===== src/rtl/sram_req_arbiter.sv =====
// Two-requester arbiter (inst fetch / data path) onto one SRAM-like port.
// Holds the grant through the address handshake and routes in-order responses by an owner FIFO.
module sram_req_arbiter #(
    parameter int unsigned MAX_OUT      = 4,
    parameter int unsigned STARVE_LIMIT = 8
) (
    input  logic                     clk,
    input  logic                     reset,
    input  logic                     inst_req,
    input  logic                     inst_wr,
    input  logic [1:0]               inst_size,
    input  logic [3:0]               inst_wstrb,
    input  logic [31:0]              inst_addr,
    input  logic [31:0]              inst_wdata,
    output logic                     inst_addr_ok,
    output logic                     inst_data_ok,
    output logic [31:0]              inst_rdata,
    input  logic                     data_req,
    input  logic                     data_wr,
    input  logic [1:0]               data_size,
    input  logic [3:0]               data_wstrb,
    input  logic [31:0]              data_addr,
    input  logic [31:0]              data_wdata,
    output logic                     data_addr_ok,
    output logic                     data_data_ok,
    output logic [31:0]              data_rdata,
    output logic                     mem_req,
    output logic                     mem_wr,
    output logic [1:0]               mem_size,
    output logic [3:0]               mem_wstrb,
    output logic [31:0]              mem_addr,
    output logic [31:0]              mem_wdata,
    input  logic                     mem_addr_ok,
    input  logic                     mem_data_ok,
    input  logic [31:0]              mem_rdata,
    output logic [$clog2(MAX_OUT):0] outstanding,
    output logic                     err_spurious
);

    localparam int unsigned PW = $clog2(MAX_OUT);
    localparam int unsigned CW = PW + 1;
    localparam int unsigned SW = $clog2(STARVE_LIMIT + 1);

    typedef enum logic {
        S_IDLE = 1'b0,
        S_HOLD = 1'b1
    } state_e;

    // Owner encoding: 0 = inst, 1 = data
    state_e            state_q, state_d;
    logic              owner_q, owner_d;
    logic [MAX_OUT-1:0] fifo_q, fifo_d;
    logic [PW-1:0]     wr_ptr_q, wr_ptr_d;
    logic [PW-1:0]     rd_ptr_q, rd_ptr_d;
    logic [CW-1:0]     cnt_q, cnt_d;
    logic [SW-1:0]     starve_q, starve_d;
    logic              err_q, err_d;

    logic gnt_vld, gnt_id;
    logic full, empty, head, push, pop;

    assign full  = (cnt_q == CW'(MAX_OUT));
    assign empty = (cnt_q == CW'(0));
    assign head  = fifo_q[rd_ptr_q];
    assign push  = mem_req && mem_addr_ok;
    assign pop   = mem_data_ok && !empty;

    assign outstanding  = cnt_q;
    assign err_spurious = err_q;

    // State register
    always_ff @(posedge clk or posedge reset) begin
        if (reset) begin
            state_q <= S_IDLE;
            owner_q <= 1'b0;
        end else begin
            state_q <= state_d;
            owner_q <= owner_d;
        end
    end

    // Next-state logic
    always_comb begin
        state_d = state_q;
        owner_d = owner_q;
        case (state_q)
            S_IDLE: begin
                if (mem_req && !mem_addr_ok) begin
                    state_d = S_HOLD;
                    owner_d = gnt_id;
                end
            end
            S_HOLD: begin
                if (mem_addr_ok) state_d = S_IDLE;
            end
            default: state_d = S_IDLE;
        endcase
    end

    // Output logic: grant selection, request mux and response routing
    always_comb begin
        gnt_vld      = 1'b0;
        gnt_id       = 1'b0;
        mem_req      = 1'b0;
        mem_wr       = 1'b0;
        mem_size     = 2'd0;
        mem_wstrb    = 4'd0;
        mem_addr     = 32'd0;
        mem_wdata    = 32'd0;
        inst_addr_ok = 1'b0;
        data_addr_ok = 1'b0;
        inst_data_ok = 1'b0;
        data_data_ok = 1'b0;
        inst_rdata   = 32'd0;
        data_rdata   = 32'd0;

        if (state_q == S_HOLD) begin
            gnt_vld = 1'b1;
            gnt_id  = owner_q;
        end else if (!full) begin
            if (data_req && (!inst_req || starve_q < SW'(STARVE_LIMIT))) begin
                gnt_vld = 1'b1;
                gnt_id  = 1'b1;
            end else if (inst_req) begin
                gnt_vld = 1'b1;
                gnt_id  = 1'b0;
            end
        end

        if (gnt_vld && !reset) begin
            if (gnt_id) begin
                mem_req      = data_req;
                mem_wr       = data_wr;
                mem_size     = data_size;
                mem_wstrb    = data_wstrb;
                mem_addr     = data_addr;
                mem_wdata    = data_wdata;
                data_addr_ok = mem_addr_ok;
            end else begin
                mem_req      = inst_req;
                mem_wr       = inst_wr;
                mem_size     = inst_size;
                mem_wstrb    = inst_wstrb;
                mem_addr     = inst_addr;
                mem_wdata    = inst_wdata;
                inst_addr_ok = mem_addr_ok;
            end
        end

        if (pop && !reset) begin
            if (head) begin
                data_data_ok = 1'b1;
                data_rdata   = mem_rdata;
            end else begin
                inst_data_ok = 1'b1;
                inst_rdata   = mem_rdata;
            end
        end
    end

    // Owner FIFO, outstanding count, starvation counter and error flag
    always_comb begin
        fifo_d   = fifo_q;
        wr_ptr_d = wr_ptr_q;
        rd_ptr_d = rd_ptr_q;
        cnt_d    = cnt_q;
        starve_d = starve_q;
        err_d    = err_q;

        if (push) begin
            fifo_d[wr_ptr_q] = gnt_id;
            wr_ptr_d         = wr_ptr_q + PW'(1);
        end
        if (pop) rd_ptr_d = rd_ptr_q + PW'(1);

        case ({push, pop})
            2'b10:   cnt_d = cnt_q + CW'(1);
            2'b01:   cnt_d = cnt_q - CW'(1);
            default: cnt_d = cnt_q;
        endcase

        if (!inst_req) begin
            starve_d = SW'(0);
        end else if (push && !gnt_id) begin
            starve_d = SW'(0);
        end else if (push && gnt_id && starve_q < SW'(STARVE_LIMIT)) begin
            starve_d = starve_q + SW'(1);
        end

        if (mem_data_ok && empty) err_d = 1'b1;
    end

    always_ff @(posedge clk or posedge reset) begin
        if (reset) begin
            fifo_q   <= '0;
            wr_ptr_q <= '0;
            rd_ptr_q <= '0;
            cnt_q    <= '0;
            starve_q <= '0;
            err_q    <= 1'b0;
        end else begin
            fifo_q   <= fifo_d;
            wr_ptr_q <= wr_ptr_d;
            rd_ptr_q <= rd_ptr_d;
            cnt_q    <= cnt_d;
            starve_q <= starve_d;
            err_q    <= err_d;
        end
    end

endmodule


===== config.mk =====
export PLATFORM = sky130hd
export DESIGN_NAME = sram_req_arbiter
export DESIGN_NICKNAME = d
export VERILOG_FILES = /design/src/rtl/sram_req_arbiter.sv
export SDC_FILE = /design/constraint.sdc
export NUM_CORES = 1
export LEC_CHECK = 0
export ABC_AREA = 1
export CORE_AREA = 2 2 127 129
export CTS_CLUSTER_DIAMETER = 100
export DETAILED_ROUTE_END_ITERATION = 12
export DIE_AREA = 0 0 129 131
export DONT_BUFFER_PORTS = 1
export GPL_ROUTABILITY_DRIVEN = 0
export SETUP_SLACK_MARGIN = 0.3
export SYNTH_ARGS = -nofsm -noshare
export SYNTH_HDL_FRONTEND = slang
export SYNTH_SLANG_ARGS = --single-unit

===== constraint.sdc =====
create_clock -name clk -period 2.7 [get_ports clk]
set_clock_uncertainty 0.15 [all_clocks]
set_input_delay 0.54 -clock clk [delete_from_list [all_inputs] [get_ports clk]]
set_output_delay 0.54 -clock clk [all_outputs]
set_load 0.02 [all_outputs]

# After elaboration in Yosys (flattened, before gate mapping)
# Index checks and enable logic that the tools add are counted.
# op_classes
eq_ne	4
bitwise_logic	1
n_lt_le_gt_ge	4
n_reduce_logical	20
addsub	5
n_mux	43
# op_table
cell	count
$mux 32	8
$mux 1	23
$mux 4	5
$logic_and 1x1->1	11
$lt 2x3->1 const B	2
$pmux 3 s2	1
$logic_not 1->1	5
$add 2x1->2 const B	2
$add 4x1->4 const B	1
$bwmux 4	1
$lt 4x4->1 const B	1
$mux 2	2
$add 3x1->3 const B	1
$eq 3x3->1 const B	1
$logic_not 3->1	1
$ne 3x1->1 const B	1
$sub 3x1->3 const B	1
$bmux 1 s2	1
$demux 1 s2	1
$eq 2x1->1 const B	1
$eq 2x2->1 const B	1
$ge 2x1->1 const B	1
$pmux 1 s2	1
$reduce_and 2->1	1
3 further kinds	3
# word_totals
regBits	18
inputBits	180
elab_cells	85
out_inout_bits	144

# Depth between registers and ports, before layout
# Gate-level depths: netlist of run 1.
# depth
ltp_word	14
ltp_mapped	14
depth_no_buf	13

# Worst setup path before layout of run 1
# OpenSTA, ideal clock, no wires.
# synth_path
path_type	input port to flip-flop
from	in reset
to	reg cnt_q[1], in the netlist outstanding[1]
required_time_ns	2.467
cell_stages	8
path_slack_ns	0.117
t_arrival_ns	2.350
n_path_buf	0
path_cell_list	inv_1 > nand2_2 > nor2_2 > nand2_2 > ha_1 > inv_1 > fa_1 > o21ai_0
# synth_via
elab_chain_len	6
# synth_rtl
element	line	rtl
start, declared	8	input logic reset,
$logic_not 1->1 (no line) *	--	
$logic_and 1x1->1 *	130	if (gnt_vld && !reset) begin
$mux 1 *	130	
net mem_req	27	output logic mem_req,
$logic_and 1x1->1 *	65	assign push = mem_req && mem_addr_ok;
$eq 2x1->1 or $eq 2x2->1 (tied branches)	176	case ({push, pop})
$pmux 3 s2 or $reduce_bool 2->1 (tied branches)	--	
end signal, assigned	205	cnt_q <= cnt_d;
end, declared	55	logic [CW-1:0] cnt_q, cnt_d;
# Mark *: on every way through the listed nets, which the timed path passes. The rest lies on a longest branch.
# A chain may end at the register's enable or synchronous reset.

# Worst setup path after layout of run 1
# layout_path
from	reg cnt_q[2], in the netlist outstanding[2]
to	out mem_addr[14]
# layout_via
elab_chain_len	5
# layout_rtl
element	line	rtl
$eq 3x3->1 *	62	assign full = (cnt_q == CW'(MAX_OUT));
$mux 1	120	end else if (!full) begin
$mux 1	117	if (state_q == S_HOLD) begin
$mux 32 or $logic_and 1x1->1 (tied branches)	131, 130	
$mux 32 *	130	
end, declared	31	output logic [31:0] mem_addr,
# Mark *: on every way between the ends. The rest lies on a longest branch, timed or not.

==> metrics.md, run 1 <==
| Metric | Value |
|---|---|
| Number of I/O pins | `324` |
| Fmax | `0.402 GHz` |
| Hold slack | `0.170 ns` |
| Clk sinks | `18` |
| Finished Layout Cells | `847` |
| Detailed Place HPWL | `9190 µm` |
| Worst-Margin Slew | `0.295 ns` |
| Gr usage total | `12.0%` |
| Mapped Cells | `471` |
| Starting Density | `16.0%` |
| Global-route wire length before repair | `15,600 µm` |
| Final Hold Vio Count | `0` |
| Critical Path RT | `2.01 ns` |
| H-tree depth | `1` |
| Top-count cell post-synth | `nand2_1` |
| Number of port buffers | `0` |
| Synthesized flop and latch total | `18` |
| Most frequent cells after synthesis | `nand2_1, a21oi_1, nor2_1` |
| Clk_lat worst skew | `0.25 ns` |
| Routed wire per std cell | `18.5 µm` |
| Die Wd | `129 µm` |
| Syn Area/Cell | `5.30 µm²` |
| DRT Wirelength | `15,700 µm` |
| Post-layout nets | `819` |
| Core Area | `0.0156 mm²` |
| Largest net degree at the start of global routing | `39` |
| Top area cells in the synthesized netlist | `nand2_1, dfrtp_1, a21oi_1` |
| Yosys top cell area share | `25.9%` |
| Max-cap check violation count | `0` |
| Initial antenna violation count | `3` |
| Finished Cell Area | `0.00519 mm²` |
| Slew HR | `80.2%` |
| Total CTS buffers | `3` |
| Worst-path clk slew | `0.05 ns` |
| Met2 usage | `19.3%` |
| Bufs on Longest Clock Path | `2` |
| Outcome | `finished, final reports clean` |
| PD cells | `894 mW/mm²` |
| Syn Nets | `658` |
| Area leader, netlist | `nand2_1` |
| Final setup violation count | `0` |
| Synth Cell Area | `0.00250 mm²` |
| Final ANT Viol Nets | `0` |
| Post-synth ARST share | `100%` |
| Post-synthesis sequential area ratio | `18.0%` |
| Global route total overflow | `0` |
| Leak | `2.51 nW` |
| Setup CP Type | `register to primary output` |
| Final worst-path cycle share | `92.1%` |
| CTS tree | `built` |
| Pre-Repair DR Iteration Count | `4` |
| Most Used Layer, Global Route | `met2` |
| Met3 Use GR | `3.54%` |
| CP Launch Type | `register` |
| Max FO, Critical Path | `19` |
| Post-synth EDFFs | `0` |
| Die area | `0.0169 mm²` |
| DRC Markers | `0` |
| CTS Hold Bufs | `0` |
| Vias/cell | `4.51` |
| Via count | `3,819` |
| Area after DPL | `0.00376 mm²` |
| Worst Setup End Kind | `primary output` |
| Drt first-iter violations | `262` |
| Met1 usage | `15.8%` |
| Worst IR Drop VDD | `0.000655 V` |
| Synth Flop Type | `dfrtp_1` |
| CP arrival | `1.80 ns` |
| Layout area overhead | `108%` |
| Die H | `131 µm` |
| Fin. max-slew vios | `0` |
| Setup TNS | `0 ns` |
| Vias in the first global route | `2,801` |
| Core Rows | `46` |
| Share of cells above drive strength 1 | `50.6%` |
| Worst Hold Class | `input pin to asynchronous set/reset pin` |
| RSZ-0062 raised after global routing | `true` |
| Root Buffer | `clkbuf_16` |
| Minimum clock period | `2.49 ns` |
| Number of library cell types mapped by synthesis | `27` |
| Yosys Warn Count | `0` |
| Dpl cells | `804` |
stage by stage:
stage | setup slack (ns) | total power, mW | utilization [%]
detailed placement | 0.219 | 2.98 | 24.1
CTS | 0.228 | 3.72 | 26.6
global placement | 0.235 | 2.95 | 24.1
global route | 0.136 | 4.91 | 33.3
floorplan | 0.313 | 2.14 | -
finish | 0.213 | 4.64 | 33.3
metal layers:
layer / vias up / wire, µm
met1: 1789 / 6440
met4: 4 / 225
li1: 1779 / -
met2: 221 / 7560
met3: 26 / 1440
met5: - / 23
flip-flops by register name (all words and copies together) (netlist names):
signal / count
fifo_q: 4
rd_ptr_q: 2
owner_q: 1
state_q: 1
starve_q: 4
err_spurious: 1
wr_ptr_q: 2
outstanding: 3
worst max-delay path, cell delays in order, from the launching register on:
cell	delay [ns]
dfrtp_1	0.38
buf_4	0.14
nand2_4	0.08
nand2_1	0.09
nand2_4	0.13
nand2_8	0.11
clkbuf_16	0.23
a21oi_2	0.21
buf_6	0.15
placed cells by master, fill, tap and decap left out, drive strengths merged, types with 6 or more instances in the layout:
| master | n |
|---|---|
| nand2 | 176 |
| buf | 174 |
| nor2 | 78 |
| a21oi | 73 |
| inv | 54 |
| dfrtp | 18 |
| clkbuf | 11 |
| nand3 | 11 |
| o21ai | 10 |
| ha | 6 |
| nand4 | 6 |
final timing paths:
| path | to | depth (start not counted) | from | slack (ns) |
|---|---|---|---|---|
| setup / recovery | mem_addr[14] | 8 | outstanding[2] | 0.21 |
| hold / removal | owner_q | 2 | reset | 0.17 |
| setup reg to reg | outstanding[2] | 14 | outstanding[0] | 0.35 |
| hold reg to reg | fifo_q[0] | 2 | fifo_q[0] | 0.34 |
| max in group asynchronous | state_q | 2 | reset | 2.02 |
| min in group clk | state_q | 1 | mem_addr_ok | 0.23 |
where the power goes:
part | internal [mW] | switching [mW]
clock network | 0.195 | 0.101
registers | 0.377 | 0.100
logic | 1.63 | 2.24
total | 2.20 | 2.45
logic make-up (layout without fill, tap and decap cells):
group	after synthesis	after routing	share of synthesized area (%)
buf+inv	85	243	15.4
simple gates	272	273	44.0
other cells	0	1	0
fa+ha+maj	7	7	3.81
flops	18	18	18.0
compound gates	84	84	17.0
xor+xnor	5	5	1.75
what timing repair did:
item,in CTS,in global routing
gates cloned,4,17
buffers inserted,8,10
setup endpoints to repair,138,140
gates resized for setup,37,184
pin swaps,5,16
layout make-up:
cell class / count / area, µm²
sequential: 18 / 452
antenna: 1 / 2.50
timing repair inverter: 4 / 52.6
inverter: 54 / 260
multi-input combinational: 369 / 2180
tap: 216 / 270
clock buffer: 3 / 75.1
timing repair buffer: 182 / 1900
fill: 1644 / 10400
Power figures use the tool's default switching activity.
==> inputs of run 2 (changes only) <==
--- a/config.mk
+++ b/config.mk
@@ -5,7 +5,6 @@
 export SDC_FILE = /design/constraint.sdc
 export NUM_CORES = 1
 export LEC_CHECK = 0
-export ABC_AREA = 1
 export CORE_AREA = 2 2 127 129
 export CTS_CLUSTER_DIAMETER = 100
 export DETAILED_ROUTE_END_ITERATION = 12
==> metrics.md, run 2 <==
| Metric | Value |
|---|---|
| Final Hold Vio Count | `0 (unchanged)` |
| Yosys Warn Count | `0 (unchanged)` |
| Global-route wire length before repair | `16,000 µm (was 15,600 µm)` |
| Most common cell after layout, fill and taps aside | `nand2_1 (unchanged)` |
| Root Buffer | `clkbuf_16 (unchanged)` |
| Detailed Place HPWL | `7790 µm (was 9190 µm)` |
| Clock Power Share | `7.7% (was 6.4%)` |
| Routed wire per std cell | `19.9 µm (was 18.5 µm)` |
| Core Area | `0.0156 mm² (unchanged)` |
| Max-cap check violation count | `0 (unchanged)` |
| DRT Wirelength | `13,200 µm (was 15,700 µm)` |
| Minimum clock period | `2.65 ns (was 2.49 ns)` |
| Drt first-iter violations | `225 (was 262)` |
| Synthesized flop and latch total | `18 (unchanged)` |
| Finished Layout Cells | `663 (was 847)` |
| Setup CP Type | `register to primary output (unchanged)` |
| Post-synth EDFFs | `0 (unchanged)` |
| Total power | `4.44 mW (was 4.64 mW)` |
| Clk sinks | `18 (unchanged)` |
| Vias/cell | `4.84 (was 4.51)` |
| Gr usage total | `12.3% (was 12.0%)` |
| Core Rows | `46 (unchanged)` |
| Combinational fraction of design power | `80.1% (was 83.4%)` |
| Switching power | `2.35 mW (was 2.45 mW)` |
| Fillcell total | `1,587 (was 1,644)` |
| Total CTS buffers | `3 (unchanged)` |
| Initial antenna violation count | `0 (was 3)` |
| R2R Setup Slk | `0.12 ns (was 0.35 ns)` |
| Max FO, Critical Path | `12 (was 19)` |
| Fmax | `0.377 GHz (was 0.402 GHz)` |
| Bufs on Longest Clock Path | `2 (unchanged)` |
| Via count | `3,206 (was 3,819)` |
| Post-layout nets | `635 (was 819)` |
| Global route total overflow | `0 (unchanged)` |
| Worst IR Drop VDD | `0.000278 V (was 0.000655 V)` |
| CP arrival | `1.96 ns (was 1.80 ns)` |
| RSZ-0062 raised after global routing | `true (unchanged)` |
| Top area cells in the synthesized netlist | `nand2_1, dfrtp_1, and2_1 (was nand2_1, dfrtp_1, a21oi_1)` |
| Final Util | `31.3% (was 33.3%)` |
| CTS tree | `built (unchanged)` |
| Die H | `131 µm (unchanged)` |
| Number of port buffers | `0 (unchanged)` |
| Syn Nets | `595 (was 658)` |
| Area leader, netlist | `nand2_1 (unchanged)` |
| Final worst-path cycle share | `98.3% (was 92.1%)` |
| Fin. max-slew vios | `0 (unchanged)` |
| Layout area overhead | `97.6% (was 108%)` |
| Slew HR | `75.2% (was 80.2%)` |
| Dpl cells | `616 (was 804)` |
| H-tree depth | `1 (unchanged)` |
| Share of cells above drive strength 1 | `54.1% (was 50.6%)` |
| Most frequent cells after synthesis | `nand2_1, a21oi_1, and2_1 (was nand2_1, a21oi_1, nor2_1)` |
| CTS Hold Bufs | `0 (unchanged)` |
| Syn Area/Cell | `6.07 µm² (was 5.30 µm²)` |
| Register share of total power | `12.2% (was 10.3%)` |
| Yosys top cell area share | `22.1% (was 25.9%)` |
| CP Launch Type | `register (unchanged)` |
| Synth Cell Area | `0.00247 mm² (was 0.00250 mm²)` |
| Number of I/O pins | `324 (unchanged)` |
| Post-synthesis sequential area ratio | `18.2% (was 18.0%)` |
| Clk_lat worst skew | `0.25 ns (about the same)` |
| Number of library cell types mapped by synthesis | `42 (was 27)` |
| Largest net degree at the start of global routing | `34 (was 39)` |
| Commonest cells after routing, fill and taps aside | `nand2_1, a21oi_4, and2_1, and2_4, buf_4 (was nand2_1, buf_4, buf_6, a21oi_2, inv_1)` |
| P_int | `2.09 mW (was 2.20 mW)` |
| Final setup violation count | `0 (unchanged)` |
| Worst Setup End Kind | `primary output (unchanged)` |
| Worst-Margin Slew | `0.368 ns (was 0.295 ns)` |
| Outcome | `finished, final reports clean (unchanged)` |
| Final ANT Viol Nets | `0 (unchanged)` |
| Mapped Cells | `408 (was 471)` |
| Die Wd | `129 µm (unchanged)` |
| PD cells | `908 mW/mm² (was 894 mW/mm²)` |
| Leak | `1.91 nW (was 2.51 nW)` |
| Antenna cells | `0 (was 1)` |
| Vias in the first global route | `2,679 (was 2,801)` |
| Post-synth ARST share | `100% (unchanged)` |
| Critical Path RT | `2.01 ns (about the same)` |
| Synth Flop Type | `dfrtp_1 (unchanged)` |
| Die area | `0.0169 mm² (unchanged)` |
| Top-count cell post-synth | `nand2_1 (unchanged)` |
| Worst-path clk slew | `0.06 ns (was 0.05 ns)` |
| Starting Density | `15.9% (was 16.0%)` |
| Switching share of total power | `53.0% (was 52.7%)` |
| Worst Hold Class | `input pin to asynchronous set/reset pin (unchanged)` |
| Pre-Repair DR Iteration Count | `5 (was 4)` |
| DRC Markers | `0 (unchanged)` |
-- run 2: cell types whose count changed after synthesis, moves of 6 or more --
cell      before  now
a31oi_1        0    6
and2_1         0   65
buf_1          0    8
buf_2         25    6
clkbuf_1       1   18
inv_1         47    8
inv_2          7    0
nand2_1      172  146
nand3_1        9    0
nor2_1        73    4
o21ai_1        7    0
-- run 2: area by class of cell --
| type | instances | area, µm² | area share, % |
|---|---|---|---|
| inverter | 8 | 33.8 | 0.691 |
| tap | 216 | 270 | 5.53 |
| timing repair buffer | 67 | 946 | 19.3 |
| sequential | 18 | 455 | 9.31 |
| multi-input combinational | 350 | 3100 | 63.3 |
| clock buffer | 4 | 88.8 | 1.82 |
-- run 2: logic make-up (layout without fill, tap and decap cells) --
kind of cell,count (synthesis),count (layout),share of synthesized area [%]
AND/OR/NAND/NOR,240,240,46.1
AO/OA/AOI/OAI,93,93,21.1
buffers and inverters,40,79,6.37
flip-flops,18,18,18.2
adder cells (fa/ha/maj),7,7,3.84
XOR/XNOR,6,6,2.12
multiplexers,4,4,2.22
-- run 2: timing repair --
| action | CTS | global route |
|---|---|---|
| hold endpoints to repair | 0 | 0 |
| pin swaps | 99 | 53 |
| resized for setup | 144 | 70 |
| setup endpoints to repair | 142 | 143 |
| buffers inserted | 13 | 14 |
| gates cloned | 11 | 5 |
-- run 2: layer usage --
| layer | routed length, µm | vias to the layer above | track usage (%) |
|---|---|---|---|
| li1 | - | 1429 | - |
| met1 | 5980 | 1603 | 18.7 |
| met2 | 6380 | 161 | 18.7 |
| met3 | 761 | 13 | 1.34 |
| met4 | 85 | 0 | 2.30 |
| met5 | 0 | - | 0 |
-- run 2: power groups by stage --
stage          clock (mW)  combinational (mW)  sequential [mW]
3_5_place_dp            0                2.32            0.533
6_report            0.342                3.56            0.540
5_1_grt             0.357                3.76            0.553
3_3_place_gp            0                2.31            0.527
2_1_floorplan           0                1.89            0.510
4_1_cts             0.346                3.19            0.537
-- run 2: critical path, stage by stage (launching register included) --
cell and delay (ns):
dfrtp_2 0.49, nor4b_4 0.18, or3_4 0.47, buf_16 0.19, buf_4 0.17, a21oi_4 0.20
-- run 2: worst paths after layout --
kind	from	end	depth (start not counted)
worst max register to register	outstanding[1]	outstanding[2]	9
max in group asynchronous	reset	outstanding[1]	2
worst max-delay path	outstanding[2]	mem_wdata[26]	5
worst min-delay path	reset	fifo_q[2]	2
min in group clk	mem_data_ok	err_spurious	1
worst min register to register	rd_ptr_q[1]	rd_ptr_q[1]	1
-- run 2: through the flow --
step	setup slack, ns	TNS (ns)	area [µm²]	hold WS [ns]
final	0.0472	0	4890	0.0590
after global routing	-0.00203	-0.00203	4890	0.0820
after CTS	0.0442	0	4440	0.0653
after detailed placement	0.120	0	3480	0.331
after global placement	0.200	0	3480	0.319
after floorplan	0.190	0	3050	0.232
==> inputs of run 3 (changes only) <==
--- a/config.mk
+++ b/config.mk
@@ -11,6 +11,7 @@
 export DIE_AREA = 0 0 129 131
 export DONT_BUFFER_PORTS = 1
 export GPL_ROUTABILITY_DRIVEN = 0
+export PLACE_DENSITY = 0.34
 export SETUP_SLACK_MARGIN = 0.3
 export SYNTH_ARGS = -nofsm -noshare
 export SYNTH_HDL_FRONTEND = slang
==> metrics.md, run 3 (synthesized netlist as in run 2, its figures left out) <==
| Metric | Value |
|---|---|
| Slew HR | `69.9% (was 75.2%)` |
| Final ANT Viol Nets | `0 (unchanged)` |
| Final Hold Vio Count | `0 (unchanged)` |
| Worst Hold Class | `input pin to asynchronous set/reset pin (unchanged)` |
| Number of port buffers | `0 (unchanged)` |
| Die area | `0.0169 mm² (unchanged)` |
| Bufs on Longest Clock Path | `2 (unchanged)` |
| Worst Setup End Kind | `primary output (unchanged)` |
| Global route total overflow | `0 (unchanged)` |
| Final setup violation count | `0 (unchanged)` |
| Pre-CTS setup slack | `0.121 ns (was 0.120 ns)` |
| Worst-path clk slew | `0.06 ns (about the same)` |
| Initial antenna violation count | `0 (unchanged)` |
| Fmax | `0.373 GHz (was 0.377 GHz)` |
| Max-cap check violation count | `0 (unchanged)` |
| Routed wire per std cell | `19.9 µm (about the same)` |
| Fin. max-slew vios | `0 (unchanged)` |
| Core Area | `0.0156 mm² (unchanged)` |
| Reg area | `455 µm² (unchanged)` |
| Critical-path top delay cell | `dfrtp_2 (unchanged)` |
| Starting Density | `15.9% (unchanged)` |
| PD cells | `926 mW/mm² (was 908 mW/mm²)` |
| Crit-path max cell delay | `0.50 ns (was 0.49 ns)` |
| Pre-Repair DR Iteration Count | `4 (was 5)` |
| RSZ-0062 raised after global routing | `true (unchanged)` |
| Fillcell total | `1,610 (was 1,587)` |
| Area of the multi-input gates | `0.00302 mm² (was 0.00310 mm²)` |
| Most common cell after layout, fill and taps aside | `nand2_1 (unchanged)` |
| DRT Wirelength | `13,100 µm (was 13,200 µm)` |
| Worst IR Drop VDD | `0.000289 V (was 0.000278 V)` |
| Setup CP Type | `register to primary output (unchanged)` |
| Global-route wire length before repair | `14,400 µm (was 16,000 µm)` |
| Core Rows | `46 (unchanged)` |
| Die Wd | `129 µm (unchanged)` |
| Number of I/O pins | `324 (unchanged)` |
| Worst setup margin | `0.0214 ns (was 0.0472 ns)` |
| Commonest cells after routing, fill and taps aside | `nand2_1, a21oi_4, and2_1, buf_4, and2_4 (was nand2_1, a21oi_4, and2_1, and2_4, buf_4)` |
| Leak | `1.78 nW (was 1.91 nW)` |
| Post-layout nets | `628 (was 635)` |
| Gr usage total | `11.1% (was 12.3%)` |
| Total power | `4.37 mW (was 4.44 mW)` |
| Clk sinks | `18 (unchanged)` |
| Drt first-iter violations | `80 (was 225)` |
| Root Buffer | `clkbuf_16 (unchanged)` |
| Vias/cell | `4.72 (was 4.84)` |
| Minimum clock period | `2.68 ns (was 2.65 ns)` |
| Clk_lat worst skew | `0.25 ns (about the same)` |
| Outcome | `finished, final reports clean (unchanged)` |
| Detailed Place HPWL | `7580 µm (was 7790 µm)` |
| Worst-Margin Slew | `0.447 ns (was 0.368 ns)` |
| Critical Path RT | `2.01 ns (about the same)` |
| Vias in the first global route | `2,544 (was 2,679)` |
| CP arrival | `1.99 ns (was 1.96 ns)` |
| Via count | `3,097 (was 3,206)` |
| CTS tree | `built (unchanged)` |
| Final worst-path cycle share | `99.2% (was 98.3%)` |
| Largest net degree at the start of global routing | `39 (was 34)` |
| DRC Markers | `0 (unchanged)` |
| Total CTS buffers | `3 (unchanged)` |
| Max FO, Critical Path | `8 (was 12)` |
| Die H | `131 µm (unchanged)` |
| H-tree depth | `1 (unchanged)` |
| CP Launch Type | `register (unchanged)` |
| CP Cell Sequence | `nor3b_4, buf_4, o31a_4, buf_12, clkbuf_16, nand2_1, a21oi_4 (was nor4b_4, or3_4, buf_16, buf_4, a21oi_4)` |
| Share of cells above drive strength 1 | `51.1% (was 54.1%)` |
| Layout area overhead | `90.6% (was 97.6%)` |
| Antenna cells | `0 (unchanged)` |
==> run 3: final cells by class <==
| class | instances | area share [%] |
|---|---|---|
| flip-flops and latches | 18 | 9.66 |
| well taps | 216 | 5.73 |
| clock buffers | 4 | 1.88 |
| multi-input cells | 350 | 63.9 |
| repair buffers | 60 | 18.1 |
| inverters | 8 | 0.716 |
==> run 3: stage by stage <==
| step | cell area [µm²] | TNS, ns | utilization (%) | cells | hold WS (ns) |
|---|---|---|---|---|---|
| finish | 4720 | 0 | 30.2 | 656 | 0.0634 |
| global route | 4720 | -2.03 | 30.2 | 656 | 0.0820 |
| CTS | 4060 | 0 | 26.0 | 633 | 0.0733 |
| detailed placement | 3390 | 0 | 21.7 | 612 | 0.324 |
| global placement | 3390 | 0 | 21.7 | 612 | 0.324 |
| floorplan | 3050 | 0 | - | 408 | 0.232 |
==> run 3: path summary, 6_finish.rpt <==
path                       slack (ns)           start  depth (start not counted)              to
max                              0.02  outstanding[1]                          7    mem_addr[11]
min                              0.06           reset                          2     rd_ptr_q[1]
max reg2reg                      0.17  outstanding[1]                          9  outstanding[2]
min reg2reg                      0.33     rd_ptr_q[1]                          1     rd_ptr_q[1]
max in group asynchronous        2.10           reset                          2  outstanding[2]
min in group clk                 0.26     mem_data_ok                          1    err_spurious
==> run 3: worst max-delay path: cells and delay by family (launching register included) <==
kind | cells | cell delay, ns
buf+inv | 3 | 0.45
compound gates | 2 | 0.43
simple gates | 2 | 0.36
flops | 1 | 0.50
==> run 3: metal layers <==
layer / vias up / wire length [µm] / track usage, %
met5: - / 0 / 0
met4: 0 / 168 / 2.24
met3: 13 / 647 / 0.896
met2: 160 / 6820 / 20.0
met1: 1511 / 5430 / 14.5
li1: 1413 / - / -
==> run 3: where the power goes <==
group          switching [mW]  internal [mW]  leakage, nW
combinational            2.08           1.44         1.52
clock                   0.107          0.226       0.0442
sequential              0.131          0.382        0.215
==> run 3: what timing repair did <==
item | 4_1_cts | 5_1_grt
hold buffers | 0 | 0
gates cloned | 7 | 10
setup buffers | 10 | 13
setup endpoints to repair | 141 | 142
pin swaps | 28 | 78
resized for setup | 52 | 129
